### src/rtl/tap_block_loader.sv
// rtl/tap_block_loader.sv - multi-block Oric .TAP parser streaming ioctl download bytes into RAM
module tap_block_loader #(
  parameter int MIN_SYNC   = 3,
  parameter int MAX_NAME   = 16,
  parameter int MAX_BLOCKS = 8,
  parameter int BC_W       = 4
) (
  input  logic            clk,
  input  logic            reset_n,
  input  logic            ioctl_download,
  input  logic            ioctl_wr,
  input  logic [24:0]     ioctl_addr,
  input  logic [7:0]      ioctl_dout,
  output logic            tape_wr,
  output logic [15:0]     tape_addr,
  output logic [7:0]      tape_dout,
  output logic [15:0]     loadpoint,
  output logic            autostart,
  output logic            tape_complete,
  output logic            tape_autorun,
  output logic [BC_W-1:0] block_count,
  output logic [2:0]      tape_error
);

  localparam int SC_W = $clog2(MIN_SYNC + 1);
  localparam int NM_W = $clog2(MAX_NAME);

  typedef enum logic [2:0] {S_SYNC, S_HDR, S_NAME, S_DATA, S_DONE, S_ERR} state_t;

  state_t          state_q, state_d, cur;
  logic            dl_q, rise, fall, accept, restart;
  logic [SC_W-1:0] sync_cnt, sync_eff;
  logic [BC_W-1:0] bc_eff;
  logic [2:0]      err_eff;
  logic [3:0]      hdr_idx;
  logic [NM_W-1:0] name_cnt;
  logic [7:0]      autorun_q;
  logic [15:0]     start_q, end_q, cur_addr;
  logic            data_wr, blk_last, err_set, complete_set;
  logic [2:0]      err_code;

  assign rise    = ioctl_download & ~dl_q;
  assign fall    = ~ioctl_download & dl_q;
  assign accept  = ioctl_download & ioctl_wr;
  assign restart = rise | (accept && ioctl_addr == 25'd0);

  // Restart takes effect in the same cycle so an offset-0 byte is parsed from a clean slate.
  assign cur      = restart ? S_SYNC : state_q;
  assign sync_eff = restart ? '0 : sync_cnt;
  assign bc_eff   = restart ? '0 : block_count;
  assign err_eff  = restart ? 3'd0 : tape_error;

  always_ff @(posedge clk or negedge reset_n) begin
    if (!reset_n) state_q <= S_SYNC;
    else          state_q <= state_d;
  end

  always_comb begin
    state_d = cur;
    if (accept) begin
      case (cur)
        S_SYNC: if (ioctl_dout == 8'h24 && sync_eff >= SC_W'(MIN_SYNC)) state_d = S_HDR;
        S_HDR:  if (hdr_idx == 4'd8) state_d = err_set ? S_ERR : S_NAME;
        S_NAME: begin
          if (ioctl_dout == 8'h00) state_d = S_DATA;
          else if (err_set)        state_d = S_ERR;
        end
        S_DATA: if (blk_last) state_d = (bc_eff == BC_W'(MAX_BLOCKS - 1)) ? S_DONE : S_SYNC;
        default: ;
      endcase
    end else if (fall && err_set) begin
      state_d = S_ERR;
    end
  end

  always_comb begin
    data_wr      = 1'b0;
    blk_last     = 1'b0;
    err_set      = 1'b0;
    err_code     = 3'd0;
    complete_set = 1'b0;
    if (accept) begin
      case (cur)
        S_HDR: if (hdr_idx == 4'd8 && end_q < start_q) begin
          err_set  = 1'b1;
          err_code = 3'd1;
        end
        S_NAME: if (ioctl_dout != 8'h00 && name_cnt == NM_W'(MAX_NAME - 1)) begin
          err_set  = 1'b1;
          err_code = 3'd2;
        end
        S_DATA: begin
          data_wr  = 1'b1;
          blk_last = (cur_addr == end_q);
        end
        default: ;
      endcase
    end else if (fall) begin
      case (state_q)
        S_HDR, S_NAME, S_DATA: begin
          err_set  = 1'b1;
          err_code = 3'd3;
        end
        S_SYNC: begin
          if (block_count == '0) begin
            err_set  = 1'b1;
            err_code = 3'd4;
          end else if (tape_error == 3'd0) begin
            complete_set = 1'b1;
          end
        end
        S_DONE: if (tape_error == 3'd0) complete_set = 1'b1;
        default: ;
      endcase
    end
  end

  always_ff @(posedge clk or negedge reset_n) begin
    if (!reset_n) begin
      dl_q          <= 1'b0;
      tape_wr       <= 1'b0;
      tape_addr     <= '0;
      tape_dout     <= '0;
      loadpoint     <= '0;
      autostart     <= 1'b0;
      tape_complete <= 1'b0;
      tape_autorun  <= 1'b0;
      block_count   <= '0;
      tape_error    <= 3'd0;
      sync_cnt      <= '0;
      hdr_idx       <= 4'd0;
      name_cnt      <= '0;
      autorun_q     <= 8'd0;
      start_q       <= 16'd0;
      end_q         <= 16'd0;
      cur_addr      <= 16'd0;
    end else begin
      dl_q         <= ioctl_download;
      tape_wr      <= data_wr;
      tape_autorun <= complete_set & autostart;
      if (restart) begin
        block_count   <= '0;
        tape_complete <= 1'b0;
        tape_error    <= 3'd0;
        autostart     <= 1'b0;
        loadpoint     <= '0;
        sync_cnt      <= '0;
      end
      if (accept) begin
        case (cur)
          S_SYNC: begin
            hdr_idx <= 4'd0;
            if (ioctl_dout == 8'h16)
              sync_cnt <= (sync_eff == SC_W'(MIN_SYNC)) ? sync_eff : sync_eff + 1'b1;
            else
              sync_cnt <= '0;
          end
          S_HDR: begin
            hdr_idx <= hdr_idx + 4'd1;
            case (hdr_idx)
              4'd3: autorun_q     <= ioctl_dout;
              4'd4: end_q[15:8]   <= ioctl_dout;
              4'd5: end_q[7:0]    <= ioctl_dout;
              4'd6: start_q[15:8] <= ioctl_dout;
              4'd7: begin
                start_q[7:0] <= ioctl_dout;
                if (bc_eff == '0) begin
                  loadpoint <= {start_q[15:8], ioctl_dout};
                  autostart <= (autorun_q != 8'd0);
                end
              end
              4'd8: begin
                cur_addr <= start_q;
                name_cnt <= '0;
              end
              default: ;
            endcase
          end
          S_NAME: name_cnt <= name_cnt + 1'b1;
          S_DATA: begin
            tape_addr <= cur_addr;
            tape_dout <= ioctl_dout;
            cur_addr  <= cur_addr + 16'd1;
            if (blk_last) begin
              block_count <= bc_eff + 1'b1;
              sync_cnt    <= '0;
            end
          end
          default: ;
        endcase
      end
      if (err_set && err_eff == 3'd0) tape_error <= err_code;
      if (complete_set) tape_complete <= 1'b1;
    end
  end

endmodule
### config.mk
export PLATFORM = sky130hd
export DESIGN_NAME = tap_block_loader
export DESIGN_NICKNAME = d
export VERILOG_FILES = /design/src/rtl/tap_block_loader.sv
export SDC_FILE = /design/constraint.sdc
export NUM_CORES = 1
export LEC_CHECK = 0
export CORE_ASPECT_RATIO = 0.75
export CORE_MARGIN = 2
export CORE_UTILIZATION = 50
export CTS_CLUSTER_DIAMETER = 80
export DETAILED_ROUTE_END_ITERATION = 6
export HOLD_SLACK_MARGIN = 0.15
export PLACE_DENSITY = 0.88
export SYNTH_ARGS = -nofsm -noshare
export SYNTH_HDL_FRONTEND = slang
export SYNTH_SLANG_ARGS = --single-unit
### constraint.sdc
create_clock -name clk -period 2.45 [get_ports clk]
set_clock_uncertainty 0.2 [all_clocks]
set_input_delay 0.49 -clock clk [delete_from_list [all_inputs] [get_ports clk]]
set_output_delay 0.49 -clock clk [all_outputs]
set_load 0.02 [all_outputs]
==> results of run 1 <==
## cells by family (layout without fill, tap and decap cells)
family / count (synthesis) / in the layout / synth area share [%]
AO/OA/AOI/OAI: 124 / 124 / 13.8
XOR/XNOR: 20 / 20 / 2.87
adder cells (fa/ha/maj): 23 / 23 / 4.71
buffers and inverters: 51 / 227 / 3.52
flip-flops: 121 / 121 / 49.6
multiplexers: 67 / 67 / 12.3
AND/OR/NAND/NOR: 145 / 147 / 13.3
## final cells by class
cell class                 instances  area (sq um)
multi-input combinational        381          3050
tap                              162           203
sequential                       121          3030
clock inverter                     8           144
inverter                          27           101
fill                             743          3040
timing repair buffer             170          1700
clock buffer                      22           474
## registers in the layout, indices dropped and copies added (netlist names), 8 cells and up
register   count
start_q       16
autorun_q      8
cur_addr      16
tape_addr     16
loadpoint     16
end_q         16
tape_dout      8
## per-stage QoR
stage	TNS (ns)	hold slack, ns
2_1_floorplan	-2.03	-0.00559
3_5_place_dp	-41.16	0.272
5_1_grt	-0.536	0.227
4_1_cts	0	0.308
6_report	-0.0295	0.224
3_3_place_gp	-32.93	0.261
## power by group through the flow
| stage | logic (mW) | clock network (mW) | registers [mW] |
|---|---|---|---|
| 5_1_grt | 1.17 | 2.79 | 2.37 |
| 4_1_cts | 1.02 | 2.67 | 2.34 |
| 3_3_place_gp | 0.921 | 0 | 2.35 |
| 2_1_floorplan | 0.513 | 0 | 2.35 |
| 6_report | 1.09 | 2.67 | 2.35 |
| 3_5_place_dp | 0.977 | 0 | 2.37 |
## timing repair
item	CTS	global route
endpoints found under the setup margin	19	87
cloned	1	4
hold endpoints to repair	30	0
resized for setup	6	33
setup buffers	2	4
pin swaps	3	18
hold buffers	1	0
## layer usage
metal | share of wire [%] | vias to the layer above
li1 | - | 2360
met1 | 39 | 2701
met2 | 48 | 346
met3 | 9.3 | 84
met4 | 3.9 | 0
met5 | 0 | -
## final timing paths
check                                      end  slack, ns  cells after the start
min in group asynchronous         loadpoint[4]       0.37                      2
worst max register to register  block_count[3]      -0.03                      6
worst min register to register    tape_dout[5]       0.30                      1
max in group asynchronous           start_q[4]       1.05                      3
worst min-delay path                      dl_q       0.22                      2
worst max-delay path            block_count[3]      -0.03                      6
## cells in the final DEF, fill, tap and decap left out, types with 4 or more instances in the layout
cell	synthesis	final
ha_1	23	22
o21ai_0	33	29
a31oi_1	5	5
o21ai_1	1	4
nand2_1	35	33
or2_2	6	6
mux2_2	64	64
nor2_4	1	4
clkdlybuf4s50_1	0	74
a21oi_1	29	28
clkbuf_16	0	19
inv_1	27	27
a22o_1	21	21
nand3_1	19	19
a211oi_1	4	4
bufinv_16	0	4
nor3_1	5	5
buf_4	2	68
buf_12	0	11
dfrtp_1	121	120
nor2_1	23	22
nand2b_1	6	6
dlymetal6s2s_1	0	12
nand4_1	6	6
nor4_2	0	5
xor2_1	17	17
nor4_1	18	10
## critical path, cell delays in order (launching register included)
cell and delay, ns:
dfrtp_1 0.44, xor2_1 0.19, nor4_2 0.43, nand4_1 0.27
nor4_1 0.53, xnor2_1 0.21, nor2_1 0.09
==> impl_metrics.tcl, run 1 <==
set metrics [dict create \
    synth-main-ff-cell "dfrtp_1" \
    start_util_pct 52.0 \
    io_pins 88 \
    gp_congestion 0.948 \
    cts-root-buf "clkbuf_16" \
    cts_buffer_depth 2 \
    endpoint_kind "flop" \
    viasPerCell 6.16 \
    rows 34 \
    track_usage_pct 29.6 \
    violations "setup timing" \
    drt-initial-drc-count 568 \
    die_area_sq_mm 0.0131 \
    gr-usage-met2_pct 48.9 \
    synthArstFlopShare_pct 100 \
    die_h_um 99.7 \
    report.final.slew_viol_count 0 \
    dr.pass1.iters 6 \
    cp.required_ns 2.54 \
    post-place-ws_ns -0.467 \
    drc_errors 0 \
    synth_enable_flop_cells 0 \
    clk_latency_ns 0.42 \
    hold_viol_final 0 \
    syn_inst 551 \
    avgSynthCellArea_sq_um 11.1 \
    crit_path_start "cur_addr[6]" \
    cts_tree "yes" \
    p_int_mw 4.41 \
    dpl.cell_count 849 \
    fin_crit_ns 2.48 \
    met1_usage_pct 38.0 \
    wirelength_um 19800 \
    p_seq_share_pct 38.5 \
    switchingPower_mw 1.70 \
    path_clk_slew_ns 0.06 \
    fin_cells 891 \
    fmax_mhz 403 \
    r2r_start "cur_addr[6]" \
    worst_hold_path_type "in -> reg" \
    power_frac_clock_pct 43.7 \
    antenna_found_initial 0 \
    maxCapViolCount 0 \
    status "finished, violations left" \
    critPathMaxFanout 4 \
    wl_per_cell_um 22.2 \
    p_leak_nw 4.07 \
    stdcell_area_sq_mm 0.00870 \
    setup_viol 1 \
    utilization_pct 74.1 \
    synth_area_leader_cell "dfrtp_1" \
    cts.sinks 121 \
    critPathArrivalTime_ns 2.57 \
    yosysUniqueCellTypes 68 \
    coreArea_sq_mm 0.0117 \
    drtAntennaViolNets 0 \
    post-dp-hpwl_um 12800 \
    p_per_area_mw_per_mm2 703 \
    maxSlewHeadroom_pct 64.5 \
    swShare_pct 27.8 \
    synth_area_leaders "dfrtp_1, mux2_2, ha_1, a22o_1, o21ai_0" \
    start_kind "flop" \
    grt_pass1_vias 5627 \
    grt.overflow.total 0 \
    grt_util_met3_pct 8.21 \
    die_w_um 132 \
    ir_worst_vdd_uv 544 \
    cts.htree.levels 4 \
    setup_ws_ns -0.0295 \
    mappedNetlistArea_sq_mm 0.00611 \
    grt_max_degree 49 \
    hold_start "ioctl_download" \
    gr-max-usage-layer "met2" \
    n_antenna_cell 0 \
    grt_setup_unrepaired "true" \
    placed_area_sq_mm 0.00784 \
    ys_ff_latch 121 \
    combPwrFrac_pct 17.9 \
    grt_pass1_wl_um 29900 \
    cts_buffers 17 \
    io_buffers 87 \
    vias 5491 \
    synthesis.nets 611 \
    yosys_warnings 0 \
    finalCritPeriodShare_pct 101 \
    synth_most_common_cell "dfrtp_1" \
    worstMarginPinSlew_ns 0.528 \
    synthTopCellsByCount "dfrtp_1, mux2_2, nand2_1" \
    areaGrowthSynthToFinish_pct 42.5 \
    p_total_mw 6.12 \
    setup.worst_path.class "reg -> reg" \
    synth_top_area_share_pct 49.6 \
    drive_above_1_share_pct 29.2 \
    ys_seq_area_share_pct 49.6 \
    final_nets 778 \
]
Note: power is estimated with default switching activity, not from simulation.
==> run 2, diff against run 1 <==
Settings changed: CORE_UTILIZATION 50 to 48, CTS_BUF_LIST set to sky130_fd_sc_hd__clkbuf_16, PLACE_DENSITY 0.88 to 0.86.
==> run 2 against run 1 <==
The flow still finishes with violations (setup timing). Combinational power shrank 5%. Largest power group unchanged. Clock-buffer cell count shrank 5. First-iteration DRC count grew 10%.
==> impl_metrics.tcl, run 2 (synthesized netlist as in run 1, its figures left out) <==
set metrics [dict create \
    combPwrFrac_pct 17.6 \
    swShare_pct 28.7 \
    drive_above_1_share_pct 29.2 \
    cts_buffer_depth 2 \
    worst_hold_path_type "in -> reg" \
    clk_latency_ns 0.42 \
    status "finished, violations left" \
    n_antenna_cell 0 \
    grt_pass1_vias 5500 \
    fin_crit_ns 2.45 \
    cts-root-buf "clkbuf_16" \
    maxCapViolCount 0 \
    violations "setup timing" \
    fmax_mhz 408 \
    setup_tns_ns -0.00391 \
    hold_viol_final 0 \
    drtAntennaViolNets 0 \
    grt.overflow.total 0 \
    path_clk_slew_ns 0.06 \
    io_buffers 87 \
    die_w_um 134 \
    final_nets 777 \
    antenna_found_initial 0 \
    post-dp-hpwl_um 12400 \
    hold_ws_ns 0.203 \
    io_pins 88 \
    setup.worst_path.class "reg -> reg" \
    cts.sinks 121 \
    maxSlewHeadroom_pct 61.0 \
    cp.required_ns 2.55 \
    start_kind "flop" \
    wl_per_cell_um 20.7 \
    grt_max_degree 44 \
    cts_buffers 17 \
    most-common-layout-cells "dfrtp_1, clkdlybuf4s50_1, buf_4" \
    drt-initial-drc-count 627 \
    rows 35 \
    switchingPower_mw 1.69 \
    cts_tree "yes" \
    grt_pass1_wl_um 28900 \
    utilization_pct 69.8 \
    endpoint_kind "flop" \
    track_usage_pct 27.8 \
    p_int_mw 4.20 \
    die_h_um 102 \
    p_seq_share_pct 39.8 \
    report.final.slew_viol_count 0 \
    vias 5463 \
    p_leak_nw 4.02 \
    power_frac_clock_pct 42.6 \
    p_per_area_mw_per_mm2 683 \
    setup_ws_ns -0.00391 \
    setup_viol 1 \
    ir_worst_vdd_uv 511 \
    finalCritPeriodShare_pct 100 \
    post-place-ws_ns -0.552 \
    drc_errors 0 \
    coreArea_sq_mm 0.0123 \
    critPathArrivalTime_ns 2.55 \
    cts.htree.levels 4 \
    final_common_cell "dfrtp_1" \
    start_util_pct 49.5 \
    dr.pass1.iters 7 \
    critPathMaxFanout 4 \
    die_area_sq_mm 0.0137 \
    worstMarginPinSlew_ns 0.585 \
    areaGrowthSynthToFinish_pct 41.1 \
    wirelength_um 18500 \
    gp_congestion 0.944 \
    viasPerCell 6.10 \
]
run 2: power groups by stage:
stage,Clock [mW],Combinational (mW),Sequential [mW]
floorplan,0,0.513,2.35
global placement,0,0.918,2.35
detailed placement,0,0.969,2.37
CTS,2.50,1.00,2.33
global route,2.61,1.12,2.36
finish,2.51,1.04,2.34
run 2: timing repair:
action                                  CTS  global route
cloned                                    1             2
gates resized for setup                  15            25
hold buffers                              1             0
endpoints found under the setup margin   32            63
pin swaps                                 8            10
hold endpoints to repair                 39             0
setup buffers                             3             4
run 2: final timing paths:
check / slack [ns] / end / depth (start not counted) / start
setup / recovery: -0.004 / state_q[0] / 7 / start_q[5]
hold / removal: 0.20 / dl_q / 2 / ioctl_download
setup reg to reg: -0.004 / state_q[0] / 7 / start_q[5]
hold reg to reg: 0.30 / tape_addr[1] / 1 / tape_addr[1]
max in group asynchronous: 0.91 / end_q[7] / 3 / reset_n
min in group asynchronous: 0.41 / tape_addr[15] / 2 / reset_n
run 2: per-layer routing:
metal | global-route usage, % | wire [um] | vias up
met1 | 36.4 | 7510 | 2695
li1 | - | - | 2359
met2 | 45.8 | 8890 | 320
met3 | 7.11 | 1590 | 89
met4 | 9.39 | 543 | 0
met5 | 0 | 0 | -
run 2: layout make-up:
cell class / count / area [sq um]
fillers: 805 / 3730
multi-input cells: 380 / 3050
flip-flops and latches: 121 / 3030
repair buffers: 170 / 1640
clock buffers: 17 / 425
well taps: 166 / 208
clock inverters: 15 / 159
inverters: 27 / 101
run 2: per-stage QoR:
step / instances / power (mW) / cell area, sq um
after floorplan: 551 / 2.86 / 6210
after CTS: 890 / 5.84 / 8440
final: 896 / 5.89 / 8620
after detailed placement: 854 / 3.34 / 7810
after global routing: 896 / 6.09 / 8620
after global placement: 854 / 3.27 / 7810
run 2: worst max-delay path, stage by stage, from the launching register on:
cell and delay [ns]:
dfrtp_1 0.35, inv_1 0.05, ha_1 0.30, a211oi_1 0.33
o21bai_1 0.16, a311oi_2 0.33, o21ai_1 0.21, a2111oi_1 0.42
==> run 3, diff against run 2 <==
Settings changed: CORE_ASPECT_RATIO 0.75 to not set.
Clock period 2.45 ns to 2 ns, I/O delays scaled along.
==> run 3 against run 2 <==
The flow finishes with violations (DRC, setup timing). Register-to-register slack got worse by 0.56 ns. Setup slack got worse by 0.56 ns. Final cell count rose by 11%. Die area barely moved. Clock power rose by 19%. Critical endpoint is now state_q[1].
==> impl_metrics.tcl, run 3 (synthesized netlist as in run 1, its figures left out) <==
set metrics [dict create \
    status "finished, violations left" \
    violations "DRC, setup timing" \
    fmax_mhz 391 \
    hold_viol_final 0 \
    dr.pass1.iters 7 \
    clk_latency_ns 0.43 \
    timing.critical_path.buf_inv 0 \
    wirelength_um 31100 \
    reg2reg_to "state_q[1]" \
    r2r_start "end_q[10]" \
    cts.sinks 121 \
    maxCapViolCount 0 \
    grt_max_degree 41 \
    utilization_pct 81.7 \
    cp_slowest_cell "dfrtp_1" \
    drt-initial-drc-count 1206 \
    critPathMaxFanout 4 \
    post-dp-hpwl_um 13200 \
    finalCritPeriodShare_pct 128 \
    critPathArrivalTime_ns 2.69 \
    regToRegSetupSlack_ns -0.56 \
    start_kind "flop" \
    path_delay_family "compound AO/OA/AOI/OAI gates" \
    n_fill_cell 571 \
    io_pins 88 \
    slowest_delay_ns 0.45 \
    ir_worst_vdd_uv 745 \
    grt_pass1_wl_um 38300 \
    worst_hold_path_type "in -> async" \
    setup.worst_path.class "reg -> reg" \
    final_common_cell "buf_4" \
    setup_viol 116 \
    grt_setup_unrepaired "true" \
    worstMarginPinSlew_ns 0.595 \
    cts_buffers 17 \
    gp_congestion 0.926 \
    p_total_mw 8.18 \
    maxSlewHeadroom_pct 60.2 \
    most-common-layout-cells "buf_4, dfrtp_1, mux2_2" \
    drive_above_1_share_pct 51.1 \
    cp_cell_sequence "ha_4 -> nand2_1 -> o21ai_2 -> o21ai_1 -> o21ai_4 -> a32oi_2 -> nor4_2" \
    areaGrowthSynthToFinish_pct 67.4 \
    rows 41 \
    path_clk_slew_ns 0.06 \
    coreArea_sq_mm 0.0125 \
    setup_tns_ns -17.56 \
    die_w_um 117 \
    cp.required_ns 2.12 \
    path_depth 7 \
    grt_pass1_vias 6745 \
    final_nets 871 \
    drc_errors 21 \
    p_leak_nw 5.26 \
    cts_tree "yes" \
    vias 6944 \
    ff2ff_path_depth 7 \
    cts.htree.levels 4 \
    cts_buffer_depth 2 \
    endpoint_kind "flop" \
    n_antenna_cell 0 \
    grt.overflow.total 0 \
    report.final.slew_viol_count 0 \
    io_buffers 87 \
    die_h_um 117 \
    die_area_sq_mm 0.0136 \
    cts-root-buf "clkbuf_16" \
    fin_crit_ns 2.56 \
    antenna_found_initial 0 \
    setup_ws_ns -0.561 \
    viasPerCell 6.99 \
    drtAntennaViolNets 0 \
    track_usage_pct 38.4 \
    start_util_pct 48.8 \
    p_per_area_mw_per_mm2 800 \
    wl_per_cell_um 31.3 \
]
==> run 3: cell type report <==
class                           instances  area [sq um]  area share (%)
Clock buffer                           17           425            4.16
Tap cell                              172           215            2.10
Inverter                               27           101           0.991
Sequential cell                       121          3030            29.6
Timing Repair Buffer                  262          2470            24.1
Clock inverter                         13           116            1.14
Multi-Input combinational cell        382          3870            37.9
==> run 3: how the worst max path moves through the flow <==
| stage | start | to | slack (ns) |
|---|---|---|---|
| 2_1_floorplan | ioctl_addr[18] | loadpoint[10] | -0.52 |
| 3_3_place_gp | ioctl_dout[6] | state_q[0] | -0.84 |
| 3_5_place_dp | ioctl_dout[6] | state_q[0] | -0.88 |
| 6_report | end_q[10] | state_q[1] | -0.56 |
| 4_1_cts | end_q[11] | state_q[2] | -0.14 |
| 5_1_grt | start_q[11] | state_q[1] | -0.56 |
==> run 3: power breakdown <==
group	total [mW]	internal (mW)	switching, mW
Sequential	2.88	2.64	0.246
Clock	2.98	1.79	1.19
Combinational	2.33	0.989	1.34
==> run 3: layer usage <==
layer | share of wire, % | global-route usage (%) | up-vias
met5 | 0 | 0 | -
met4 | 9.1 | 27.3 | 0
met3 | 14 | 10.9 | 305
met2 | 44 | 59.8 | 802
met1 | 33 | 46.1 | 3290
li1 | - | - | 2547
==> run 3: worst register-to-register path: cells and delay by family (launching register included) <==
family	cells	cell delay, ns
compound gates	4	1.06
flops	1	0.45
simple gates	2	0.43
fa+ha+maj	1	0.33
==> run 3: timing repair <==
| item | 4_1_cts | 5_1_grt |
|---|---|---|
| endpoints found under the setup margin | 131 | 146 |
| hold buffers | 2 | 0 |
| buffers inserted | 33 | 24 |
| pin swaps | 59 | 79 |
| gates cloned | 6 | 5 |
| resized for setup | 171 | 207 |
| hold endpoints to repair | 122 | 0 |
==> run 3: stage by stage <==
stage / setup WS [ns] / cells / hold WS [ns] / instance area [sq um]
4_1_cts: -0.139 / 972 / 0.230 / 9350
6_report: -0.561 / 994 / 0.257 / 10200
3_5_place_dp: -0.879 / 902 / 0.127 / 8110
2_1_floorplan: -0.523 / 551 / -0.0956 / 6270
3_3_place_gp: -0.842 / 902 / 0.128 / 8110
5_1_grt: -0.560 / 994 / 0.266 / 10200
